`config.mk`:
```
export PLATFORM = sky130hd
export DESIGN_NAME = button_conditioner
export DESIGN_NICKNAME = d
export VERILOG_FILES = /design/src/rtl/button_pkg.sv /design/src/rtl/button_channel.sv /design/src/rtl/button_conditioner.sv
export SDC_FILE = /design/constraint.sdc
export NUM_CORES = 1
export LEC_CHECK = 0
export CAP_MARGIN = 20
export CORE_MARGIN = 3
export CORE_UTILIZATION = 45
export CTS_CLUSTER_DIAMETER = 40
export DETAILED_ROUTE_END_ITERATION = 8
export PLACE_DENSITY_LB_ADDON = 0.3
export REMOVE_ABC_BUFFERS = 1
export SYNTH_ARGS = -nofsm -noshare
export SYNTH_HDL_FRONTEND = slang
export SYNTH_SLANG_ARGS = --single-unit
```
`constraint.sdc`:
```
create_clock -name clk -period 4.4 [get_ports clk]
set_input_delay 0.88 -clock clk [delete_from_list [all_inputs] [get_ports clk]]
set_output_delay 0.88 -clock clk [all_outputs]
set_load 0.03 [all_outputs]
```
`src/rtl/button_pkg.sv`:
```
// Shared types and width helpers for the push-button conditioner.
package button_pkg;

  typedef enum logic [1:0] {
    IDLE    = 2'd0,
    PRESSED = 2'd1,
    HELD    = 2'd2
  } btn_state_t;

  // Bits needed to hold every value 0..max_val; never less than one bit.
  function automatic int ctr_width(input int max_val);
    return (max_val < 1) ? 1 : $clog2(max_val + 1);
  endfunction

  function automatic int max2(input int a, input int b);
    return (a > b) ? a : b;
  endfunction

endpackage

```
`src/rtl/button_channel.sv`:
```
// One button: synchronizer, tick-sampled debounce, press/release pulses,
// long-press detection and auto-repeat.
module button_channel
  import button_pkg::*;
#(
  parameter int ACTIVE_LOW   = 1,
  parameter int STABLE_TICKS = 10,
  parameter int LONG_TICKS   = 1000,
  parameter int REPEAT_TICKS = 200
) (
  input  logic       clk,
  input  logic       rst_n,
  input  logic       tick,
  input  logic       din,
  output logic       level,
  output logic       rise,
  output logic       fall,
  output logic       long_press,
  output logic       rpt,
  output logic [1:0] state_dbg
);

  localparam int CW = ctr_width(STABLE_TICKS);
  localparam int HW = ctr_width(max2(LONG_TICKS, REPEAT_TICKS));
  localparam logic [CW-1:0] CNT_LAST  = CW'(STABLE_TICKS - 1);
  localparam logic [HW-1:0] LONG_LAST = HW'(LONG_TICKS - 1);
  localparam logic [HW-1:0] RPT_LAST  = HW'((REPEAT_TICKS > 0) ? REPEAT_TICKS - 1 : 0);
  localparam logic [HW-1:0] HOLD_MAX  = '1;
  localparam logic          INACTIVE  = (ACTIVE_LOW != 0);

  logic [1:0]    sync_q;
  logic          s;
  logic [CW-1:0] cnt_q, cnt_d;
  logic          level_d;
  logic          press_evt, release_evt;
  btn_state_t    state_q, state_d;
  logic [HW-1:0] hold_q, hold_d;
  logic          long_d, rpt_d;

  // Flops reset to the idle pin level so reset release never looks like a press.
  always_ff @(posedge clk or negedge rst_n) begin
    if (!rst_n) sync_q <= {2{INACTIVE}};
    else        sync_q <= {sync_q[0], din};
  end

  assign s = sync_q[1] ^ INACTIVE;

  always_comb begin
    cnt_d       = cnt_q;
    level_d     = level;
    press_evt   = 1'b0;
    release_evt = 1'b0;
    if (tick) begin
      if (s == level) begin
        cnt_d = '0;
      end else if (cnt_q == CNT_LAST) begin
        cnt_d       = '0;
        level_d     = s;
        press_evt   = s;
        release_evt = ~s;
      end else begin
        cnt_d = cnt_q + 1'b1;
      end
    end
  end

  // A release overrides any long/repeat pulse that would land on the same tick.
  always_comb begin
    state_d = state_q;
    hold_d  = hold_q;
    long_d  = 1'b0;
    rpt_d   = 1'b0;
    if (release_evt) begin
      state_d = IDLE;
      hold_d  = '0;
    end else begin
      case (state_q)
        IDLE: begin
          if (press_evt) begin
            state_d = PRESSED;
            hold_d  = '0;
          end
        end
        PRESSED: begin
          if (tick) begin
            if (hold_q == LONG_LAST) begin
              long_d  = 1'b1;
              state_d = HELD;
              hold_d  = '0;
            end else begin
              hold_d = hold_q + 1'b1;
            end
          end
        end
        HELD: begin
          if (tick) begin
            if (REPEAT_TICKS == 0) begin
              if (hold_q != HOLD_MAX) hold_d = hold_q + 1'b1;
            end else if (hold_q == RPT_LAST) begin
              rpt_d  = 1'b1;
              hold_d = '0;
            end else begin
              hold_d = hold_q + 1'b1;
            end
          end
        end
        default: begin
          state_d = IDLE;
          hold_d  = '0;
        end
      endcase
    end
  end

  always_ff @(posedge clk or negedge rst_n) begin
    if (!rst_n) begin
      cnt_q      <= '0;
      level      <= 1'b0;
      rise       <= 1'b0;
      fall       <= 1'b0;
      long_press <= 1'b0;
      rpt        <= 1'b0;
      state_q    <= IDLE;
      hold_q     <= '0;
    end else begin
      cnt_q      <= cnt_d;
      level      <= level_d;
      rise       <= press_evt;
      fall       <= release_evt;
      long_press <= long_d;
      rpt        <= rpt_d;
      state_q    <= state_d;
      hold_q     <= hold_d;
    end
  end

  assign state_dbg = state_q;

endmodule

```
`src/rtl/button_conditioner.sv`:
```
// Multi-channel push-button front end: shared sampling tick plus one
// independent conditioner per channel.
module button_conditioner
  import button_pkg::*;
#(
  parameter int WIDTH        = 4,
  parameter int ACTIVE_LOW   = 1,
  parameter int EXT_TICK     = 0,
  parameter int TICK_DIV     = 50000,
  parameter int STABLE_TICKS = 10,
  parameter int LONG_TICKS   = 1000,
  parameter int REPEAT_TICKS = 200
) (
  input  logic               clk,
  input  logic               rst_n,
  input  logic               tick_en,
  input  logic [WIDTH-1:0]   din,
  output logic [WIDTH-1:0]   level,
  output logic [WIDTH-1:0]   rise,
  output logic [WIDTH-1:0]   fall,
  output logic [WIDTH-1:0]   long_press,
  output logic [WIDTH-1:0]   rpt,
  output logic               tick,
  output logic [2*WIDTH-1:0] state_dbg
);

  localparam int PW = ctr_width(TICK_DIV);
  localparam logic [PW-1:0] PRE_LAST = PW'(TICK_DIV - 1);

  logic [PW-1:0] pre_q;
  logic          pre_tick;

  assign pre_tick = (pre_q == PRE_LAST);

  always_ff @(posedge clk or negedge rst_n) begin
    if (!rst_n)        pre_q <= '0;
    else if (pre_tick) pre_q <= '0;
    else               pre_q <= pre_q + 1'b1;
  end

  assign tick = (EXT_TICK != 0) ? tick_en : pre_tick;

  for (genvar i = 0; i < WIDTH; i++) begin : g_ch
    button_channel #(
      .ACTIVE_LOW  (ACTIVE_LOW),
      .STABLE_TICKS(STABLE_TICKS),
      .LONG_TICKS  (LONG_TICKS),
      .REPEAT_TICKS(REPEAT_TICKS)
    ) u_ch (
      .clk       (clk),
      .rst_n     (rst_n),
      .tick      (tick),
      .din       (din[i]),
      .level     (level[i]),
      .rise      (rise[i]),
      .fall      (fall[i]),
      .long_press(long_press[i]),
      .rpt       (rpt[i]),
      .state_dbg (state_dbg[2*i +: 2])
    );
  end

endmodule

```
==> flow_summary_export.csv, run 1 <==
group,metric,value,unit
clock_network,cts_sinks,108,
grt,overflow,0,
critical_path,required,3.52,ns
power_and_ir_drop,leakagePower,2.75,nW
place,place_congestion,0.838,
clock_network,path_clk_slew,0.07,ns
critical_path,start_kind,"flop",
power_and_ir_drop,p_seq_frac,0.554,
critical_path,crit_arrival,2.31,ns
yosys,synthFlopType,"dfrtp_1",
yosys,ys_seq_area_frac,0.475,
power_and_ir_drop,intPower,1.41,mW
timing,period_needed,3.19,ns
power_and_ir_drop,p_comb_frac,0.015,
yosys,avgSynthCellArea,9.81,sq um
place,place_inst,752,
cells_and_area,drive_gt1_frac,0.0733,
timing,finalSetupViolations,0,
timing,fin_tns_setup,0,ns
critical_path,crit_path_top_delay_cell,"clkdlybuf4s50_1",
place,port_buffers,34,
grt,grt_start_max_net_pins,63,
route,num_vias,4186,
grt,antenna_found_initial,0,
yosys,async_reset_ff_frac,1.00,
route,viasPerCell,5.45,
route,drt_iter0_markers,237,
critical_path,crit_chain,"ha_1 > and3_1 > nand4_4 > clkinv_1 > clkdlybuf4s50_1",
critical_path,max_stage_delay,0.70,ns
timing,fin_skew,0.00790,ns
cells_and_area,num_antenna_cells,0,
cells_and_area,final_cells,768,
timing,finalMaxSlewViolations,0,
yosys,synth_cell_types,60,
yosys,syn_area,5710,sq um
yosys,ys_seq_elements,108,
timing,fmax,314,MHz
clock_network,cts_resized,0,
critical_path,worst-path-buf-inv,2,
floorplan,rows,40,
critical_path,critPathTopFamily,"buffers and inverters",
floorplan,die_height,119,microns
route,firstDrtPassIters,4,
timing,maxSlewHeadroom,0.482,
clock_network,cts-root-buf,"clkbuf_16",
yosys,yosysTopAreaCellShare,0.438,
power_and_ir_drop,netSwitchingPower,0.397,mW
cells_and_area,syn_to_final_growth,11.3,%
power_and_ir_drop,clockPowerShare,0.431,
route,routed_wl,10600,microns
yosys,synth_edf_count,0,
grt,first_global_vias,4101,
floorplan,fp.dieW,119,microns
route,antenna_left,0,
yosys,yosys-top-cells-area,"dfrtp_1 44%, ha_1 6.4%, o21ai_0 5.2%",
place,post-dp-hpwl,7380,microns
floorplan,design.portCount,36,
timing,tightest_slew,0.777,ns
floorplan,core_area,12200,sq um
clock_network,ctsLongestPathBuffers,2,
power_and_ir_drop,ir_drop,194,uV
route,route.detailed.drc,0,
critical_path,path_max_fanout,9,
flow_run,cap_violations,0,
yosys,synth_common_cells,"100 x dfrtp_1, 59 x o21ai_0, 46 x nor2_1",
timing,hold_viol,0,
critical_path,critPathCaptureType,"output port",
clock_network,postCtsHoldBufs,0,
floorplan,die-area,14100,sq um
yosys,yosysMostFrequentCell,"dfrtp_1",
grt,grt_usage,0.157,
status,outcome,"complete, no violations",
floorplan,initial_core_util,0.467,
clock_network,cts_buffers,9,
grt,grt_pass1_wl,18400,microns
clock_network,h-tree-depth,3,
yosys,synth_cells,582,
yosys,synth_largest_area_cell,"dfrtp_1",
cells_and_area,finalNetCount,631,
clock_network,clkLatencyLatePin,0.35,ns
timing,grt_setup_unrepaired,"no",
power_and_ir_drop,power.density,284,nW/um^2
clock_network,tritoncts,"yes",
min_path,hp-class,"reg -> reg",
critical_path,crit_type,"reg -> out",
route,routedWlPerCell,13.8,microns
clock_network,post_cts_buffers,0,
yosys,yosysWarnings,0,
power_and_ir_drop,swShare,0.220,
timing,final.period_utilization,0.724,
[flip-flops by register name, summed over array words and instances (netlist names)]
register / cells
g_ch.u_ch.cnt_q: 16
g_ch.u_ch.fall: 4
g_ch.u_ch.hold_q: 40
g_ch.u_ch.level: 4
g_ch.u_ch.long_press: 4
g_ch.u_ch.rise: 4
g_ch.u_ch.rpt: 4
g_ch.u_ch.state_dbg: 8
g_ch.u_ch.sync_q: 8
pre_q: 16
[layout make-up]
| type | count | area [sq um] |
|---|---|---|
| clock buffers | 10 | 239 |
| fillers | 1091 | 5860 |
| multi-input cells | 410 | 2670 |
| clock inverters | 6 | 47.5 |
| inverters | 28 | 105 |
| flip-flops and latches | 108 | 2710 |
| well taps | 168 | 210 |
| repair buffers | 38 | 368 |
[cell usage in the layout, fill, tap and decap left out, types with 4 or more instances in the layout]
cell type and count:
xnor2_1 9, and3b_1 4, a21oi_1 5, nor3_1 15
buf_4 5, nand3_1 31, nor2b_1 16, dfrtp_1 100
nor4_1 5, a22o_1 15, clkbuf_16 9, xor2_1 9
mux2i_1 6, ha_1 29, nand2b_1 10, or3_1 4
o22ai_1 5, nand4_1 7, o21ai_0 59, nor2_1 46
clkdlybuf4s50_1 33, inv_1 27, and2_1 7, nand2_1 45
and3_1 23, dfstp_2 8, o31ai_1 15
[metal layers]
layer,wire length (microns),vias to the layer above,part of all wire,global-route usage
li1,-,2077,-,-
met1,5020,2021,0.47,0.200
met2,4920,72,0.47,0.248
met3,427,16,0.040,0.0493
met4,211,0,0.020,0.0637
met5,0,-,0,0
[power groups by stage]
stage               logic, mW  clock network (mW)  registers (mW)
global route           0.0319               0.847            1.00
floorplan             0.00211                   0            1.02
finish                 0.0265               0.778            1.00
detailed placement     0.0285                   0            1.02
global placement       0.0279                   0            1.02
CTS                    0.0286               0.811            1.00
[per-stage QoR]
stage | hold slack (ns) | instance area [sq um] | worst slack (ns) | total power [mW] | utilization
floorplan | 0.345 | 5490 | 1.46 | 1.02 | -
CTS | 0.355 | 6350 | 1.17 | 1.84 | 0.520
detailed placement | 0.347 | 6060 | 1.47 | 1.05 | 0.497
finish | 0.356 | 6350 | 1.21 | 1.81 | 0.520
global placement | 0.346 | 6060 | 1.52 | 1.05 | 0.497
global route | 0.360 | 6350 | 1.08 | 1.88 | 0.520
[cells by family after synthesis]
kind of cell | synth area share
mux | 0.0145
simple gates | 0.225
compound gates | 0.137
fa+ha+maj | 0.0636
flops | 0.475
xor+xnor | 0.0276
buf+inv | 0.0572
[path summary, 6_finish.rpt]
check                      cells past startpoint                   start                     end  slack (ns)
max                                            5                pre_q[0]                    tick        1.21
min                                            0  g_ch[0].u_ch.sync_q[0]  g_ch[0].u_ch.sync_q[1]        0.36
max reg2reg                                    8                pre_q[0]  g_ch[1].u_ch.hold_q[8]        1.44
min reg2reg                                    0  g_ch[0].u_ch.sync_q[0]  g_ch[0].u_ch.sync_q[1]        0.36
max in group asynchronous                      2                   rst_n  g_ch[0].u_ch.sync_q[0]        2.91
min in group asynchronous                      1                   rst_n  g_ch[3].u_ch.hold_q[4]        0.60
[worst register-to-register path, stage by stage, from the launching register on]
cell and delay, ns:
dfrtp_1 0.37, ha_1 0.18, and3_1 0.30, nand4_4 0.21, buf_4 0.29, or4_4 0.56
o21a_1 0.24, or2_1 0.41, o41ai_2 0.30
No activity file was read; power rests on OpenSTA's default activity.
==> run 2, diff against run 1 <==
==> constraint.sdc (replaced) <==
create_clock -name clk -period 2.7 [get_ports clk]
set_input_delay 0.54 -clock clk [delete_from_list [all_inputs] [get_ports clk]]
set_output_delay 0.54 -clock clk [all_outputs]
set_load 0.03 [all_outputs]
==> flow_summary_export.csv, run 2 (same netlist as run 1, synthesis figures left out) <==
group,metric,value,unit
floorplan,core_area,12200,sq um
grt,first_global_vias,4166,
timing,maxSlewHeadroom,0.533,
cells_and_area,largest_register_ffs,40,
cells_and_area,postLayoutCoreUtil,0.531,
power_and_ir_drop,ir_drop,301,uV
cells_and_area,nFillCells,1121,
critical_path,max_stage_delay,0.57,ns
grt,grt_start_max_net_pins,58,
flow_run,cap_violations,0,
cells_and_area,final_cell_mix,"100 x dfrtp_1, 59 x o21ai_0, 46 x nor2_1, 45 x nand2_1, 32 x clkdlybuf4s50_1",
cells_and_area,drive_gt1_frac,0.0917,
critical_path,crit_arrival,2.79,ns
place,dp_slack,0.106,ns
grt,grt_usage,0.161,
route,antenna_left,0,
timing,hold_viol,0,
route,routed_wl,10600,microns
clock_network,postCtsHoldBufs,0,
cells_and_area,num_antenna_cells,0,
timing,grt_setup_unrepaired,"no",
power_and_ir_drop,swShare,0.210,
cells_and_area,largest-register,"g_ch.u_ch.hold_q",
floorplan,die-area,14100,sq um
critical_path,critPathCaptureType,"flop",
critical_path,worst-path-buf-inv,0,
clock_network,h-tree-depth,3,
power_and_ir_drop,leakagePower,2.83,nW
floorplan,initial_core_util,0.467,
critical_path,path_max_fanout,11,
timing,period_needed,2.54,ns
grt,grt_pass1_wl,18900,microns
place,place_congestion,0.849,
floorplan,fp.dieW,119,microns
critical_path,r2r-start,"pre_q[4]",
route,viasPerCell,5.46,
critical_path,critPathTopFamily,"simple AND/OR/NAND/NOR gates",
critical_path,cp-startpoint,"pre_q[4]",
grt,antenna_found_initial,0,
place,post-dp-hpwl,7360,microns
clock_network,ctsLongestPathBuffers,2,
clock_network,cts-root-buf,"clkbuf_16",
timing,fmax,394,MHz
critical_path,crit_path_top_delay_cell,"or4_4",
route,drt_iter0_markers,239,
power_and_ir_drop,power.density,480,nW/um^2
critical_path,start_kind,"flop",
grt,overflow,0,
clock_network,tritoncts,"yes",
timing,final.period_utilization,0.941,
power_and_ir_drop,netSwitchingPower,0.654,mW
timing,tightest_slew,0.699,ns
critical_path,r2r_cells,6,
power_and_ir_drop,p_comb_frac,0.015,
clock_network,clkLatencyLatePin,0.35,ns
status,outcome,"complete, no violations",
power_and_ir_drop,total_power,3.11,mW
floorplan,die_height,119,microns
route,routedWlPerCell,13.6,microns
critical_path,required,2.95,ns
min_path,hp-class,"in -> async",
clock_network,cts_sinks,108,
place,port_buffers,34,
clock_network,cts_buffers,9,
route,firstDrtPassIters,4,
timing,finalMaxSlewViolations,0,
power_and_ir_drop,clockPowerShare,0.461,
critical_path,reg2reg_to,"g_ch[1].u_ch.hold_q[8]",
cells_and_area,syn_to_final_growth,13.5,%
timing,finalSetupViolations,0,
floorplan,rows,40,
route,route.detailed.drc,0,
cells_and_area,layout_commonest_cell,"dfrtp_1",
power_and_ir_drop,intPower,2.46,mW
cells_and_area,largestRegisters,"g_ch.u_ch.hold_q: 40 flops, g_ch.u_ch.cnt_q: 16 flops, pre_q: 16 flops",
critical_path,r2r_setup_slack,0.16,ns
timing,fin_skew,0.00784,ns
power_and_ir_drop,p_seq_frac,0.524,
clock_network,path_clk_slew,0.07,ns
critical_path,crit_chain,"nor4b_4 > nand4_4 > or4_4 > o21a_1 > or2_1 > o41ai_2",
floorplan,design.portCount,36,
timing,fin_ws,0.160,ns
cells_and_area,finalNetCount,642,
route,num_vias,4253,
critical_path,crit_type,"reg -> reg",
==> run 2: cell types whose count changed in the layout (fill, tap and decap cells not counted), sizes merged <==
cell	delta
buf	+11
bufinv	+2
clkbuf	-1
clkdlybuf4s50	-1
clkinv	-1
clkinvlp	-1
dlygate4sd2	+1
inv	+1
==> run 2: power groups by stage <==
stage | Sequential, mW | Combinational [mW] | Clock [mW]
4_1_cts | 1.63 | 0.0487 | 1.49
2_1_floorplan | 1.66 | 0.00344 | 0
5_1_grt | 1.63 | 0.0543 | 1.56
3_5_place_dp | 1.66 | 0.0489 | 0
6_report | 1.63 | 0.0452 | 1.44
3_3_place_gp | 1.66 | 0.0481 | 0
==> run 2: how the worst max path moves through the flow <==
stage	end	slack [ns]	cells after the start
finish	g_ch[1].u_ch.hold_q[8]	0.16	6
global route	g_ch[3].u_ch.hold_q[8]	0.01	7
CTS	g_ch[0].u_ch.hold_q[8]	0.07	8
detailed placement	g_ch[0].u_ch.hold_q[8]	0.11	8
global placement	g_ch[0].u_ch.hold_q[8]	0.18	8
floorplan	g_ch[0].u_ch.hold_q[2]	-0.24	7
==> run 2: timing repair <==
action	4_1_cts	5_1_grt
cloned	0	0
setup endpoints to repair	1	9
setup buffers	0	0
resized for setup	1	2
pin swaps	0	0
==> run 2: routing by layer <==
metal	vias up	global-route usage	part of all wire
met3	16	0.0522	0.035
met1	2085	0.201	0.47
li1	2096	-	-
met4	0	0.0500	0.017
met2	56	0.267	0.47
met5	-	0	0
==> run 2: cell type report <==
class	instances	area, sq um	area share
inverters	28	105	0.0162
clock buffers	9	225	0.0347
clock inverters	7	96.3	0.0149
flip-flops and latches	108	2710	0.419
multi-input cells	410	2670	0.412
well taps	168	210	0.0324
repair buffers	49	462	0.0712
==> run 2: stage by stage <==
step / cell area [sq um] / hold slack [ns] / instances / TNS (ns)
3_3_place_gp: 6160 / 0.346 / 763 / 0
4_1_cts: 6480 / 0.0871 / 779 / 0
5_1_grt: 6480 / 0.103 / 779 / 0
2_1_floorplan: 5490 / 0.244 / 546 / -2.15
3_5_place_dp: 6160 / 0.347 / 763 / 0
6_report: 6480 / 0.0899 / 779 / 0
==> run 3, diff against run 2 <==
==> constraint.sdc (replaced) <==
create_clock -name clk -period 3.1 [get_ports clk]
set_input_delay 0.62 -clock clk [delete_from_list [all_inputs] [get_ports clk]]
set_output_delay 0.62 -clock clk [all_outputs]
set_load 0.03 [all_outputs]
==> flow_summary_export.csv, run 3 (same netlist as run 1, synthesis figures left out) <==
group,metric,value,unit
critical_path,crit_type,"reg -> out",
floorplan,die_height,119,microns
power_and_ir_drop,swShare,0.211,
cells_and_area,largestRegisters,"g_ch.u_ch.hold_q: 40 flops, g_ch.u_ch.cnt_q: 16 flops, pre_q: 16 flops",
route,viasPerCell,5.45,
grt,overflow,0,
timing,grt_setup_unrepaired,"no",
power_and_ir_drop,ir_drop,280,uV
power_and_ir_drop,total_power,2.56,mW
route,num_vias,4238,
power_and_ir_drop,p_seq_frac,0.556,
place,place_inst,761,
cells_and_area,largest_register_ffs,40,
floorplan,die-area,14100,sq um
place,place_congestion,0.819,
grt,grt_pass1_wl,18800,microns
route,drt_iter0_markers,291,
clock_network,tritoncts,"yes",
timing,period_needed,2.83,ns
critical_path,path_max_fanout,10,
timing,final.period_utilization,0.914,
power_and_ir_drop,netSwitchingPower,0.539,mW
cells_and_area,nFillCells,1123,
clock_network,path_clk_slew,0.07,ns
cells_and_area,layout_commonest_cell,"dfrtp_1",
floorplan,rows,40,
clock_network,post_cts_buffers,0,
critical_path,start_kind,"flop",
place,post_dp_cell_area,6130,sq um
clock_network,clkLatencyLatePin,0.35,ns
power_and_ir_drop,leakagePower,2.80,nW
critical_path,r2r_setup_slack,0.40,ns
timing,hold_viol,0,
grt,grt_start_max_net_pins,54,
flow_run,cap_violations,0,
min_path,hp-class,"in -> async",
floorplan,design.portCount,36,
cells_and_area,largest-register,"g_ch.u_ch.hold_q",
critical_path,crit_arrival,2.21,ns
clock_network,cts_sinks,108,
power_and_ir_drop,clockPowerShare,0.429,
timing,finalSetupViolations,0,
cells_and_area,final_cells,777,
cells_and_area,postLayoutCoreUtil,0.526,
clock_network,postCtsHoldBufs,0,
floorplan,fp.dieW,119,microns
critical_path,r2r-start,"pre_q[0]",
cells_and_area,drive_gt1_frac,0.0870,
critical_path,required,2.48,ns
clock_network,cts_buffers,9,
timing,fin_tns_setup,0,ns
critical_path,reg2reg_to,"g_ch[1].u_ch.hold_q[8]",
cells_and_area,syn_to_final_growth,12.5,%
place,post-dp-hpwl,7590,microns
floorplan,initial_core_util,0.467,
clock_network,ctsLongestPathBuffers,2,
power_and_ir_drop,intPower,2.02,mW
clock_network,cts-root-buf,"clkbuf_16",
timing,tightest_slew,0.666,ns
timing,maxSlewHeadroom,0.556,
grt,antenna_found_initial,0,
timing,fin_skew,0.0102,ns
status,outcome,"complete, no violations",
grt,first_global_vias,4171,
route,firstDrtPassIters,4,
timing,fmax,353,MHz
place,port_buffers,34,
cells_and_area,num_antenna_cells,0,
clock_network,cts_resized,0,
critical_path,r2r_cells,7,
floorplan,core_area,12200,sq um
route,route.detailed.drc,0,
cells_and_area,finalNetCount,640,
cells_and_area,final_cell_mix,"100 x dfrtp_1, 59 x o21ai_0, 46 x nor2_1, 45 x nand2_1, 33 x clkdlybuf4s50_1",
route,routedWlPerCell,13.8,microns
power_and_ir_drop,p_comb_frac,0.015,
route,routed_wl,10800,microns
clock_network,h-tree-depth,3,
grt,grt_usage,0.160,
critical_path,critPathCaptureType,"output port",
cells_and_area,fin_area,6420,sq um
timing,finalMaxSlewViolations,0,
route,antenna_left,0,
power_and_ir_drop,power.density,398,nW/um^2
[run 3: changes by cell type in the layout (fill, tap and decap cells not counted), sizes merged]
| cell | delta |
|---|---|
| buf | -2 |
| bufinv | -2 |
| clkbuf | +2 |
| clkdlybuf4s50 | +1 |
| clkinv | +1 |
| clkinvlp | +1 |
| dlygate4sd2 | -1 |
| inv | -2 |
[run 3: power groups by stage]
stage | Clock [mW] | Sequential [mW] | Combinational [mW]
2_1_floorplan | 0 | 1.45 | 0.00299
3_3_place_gp | 0 | 1.45 | 0.0409
3_5_place_dp | 0 | 1.45 | 0.0416
4_1_cts | 1.15 | 1.42 | 0.0418
5_1_grt | 1.20 | 1.42 | 0.0460
6_report | 1.10 | 1.42 | 0.0384
[run 3: worst max path at each step]
stage / from / end / slack [ns]
floorplan: pre_q[0] / g_ch[0].u_ch.hold_q[2] / 0.16
global placement: pre_q[0] / g_ch[1].u_ch.hold_q[8] / 0.48
detailed placement: pre_q[0] / g_ch[1].u_ch.hold_q[8] / 0.38
CTS: pre_q[0] / tick / 0.23
global route: pre_q[0] / tick / 0.17
finish: pre_q[0] / tick / 0.27
[run 3: routing by layer]
metal,vias up,GRT usage,wire length (microns)
li1,2097,-,-
met1,2060,0.202,4970
met4,0,0.0630,205
met3,16,0.0445,379
met5,-,0,0
met2,65,0.260,5200
[run 3: cell type report]
| cell class | count | area [sq um] | area share |
|---|---|---|---|
| inverter | 28 | 105 | 0.0164 |
| clock buffer | 11 | 253 | 0.0394 |
| multi-input combinational | 410 | 2670 | 0.416 |
| sequential | 108 | 2710 | 0.423 |
| clock inverter | 5 | 35.0 | 0.00546 |
| timing repair buffer | 47 | 435 | 0.0678 |
| tap | 168 | 210 | 0.0327 |
[run 3: metrics by stage]
stage	setup slack (ns)	hold WS, ns
2_1_floorplan	0.161	0.324
3_3_place_gp	0.479	0.346
3_5_place_dp	0.382	0.347
4_1_cts	0.228	0.328
5_1_grt	0.167	0.351
6_report	0.265	0.296
[run 3: worst max-delay path: stages (launching register included)]
cell and delay [ns]:
dfrtp_1 0.37, ha_1 0.20, and3_1 0.29, nand4_4 0.23
clkinv_1 0.11, clkdlybuf4s50_1 0.67
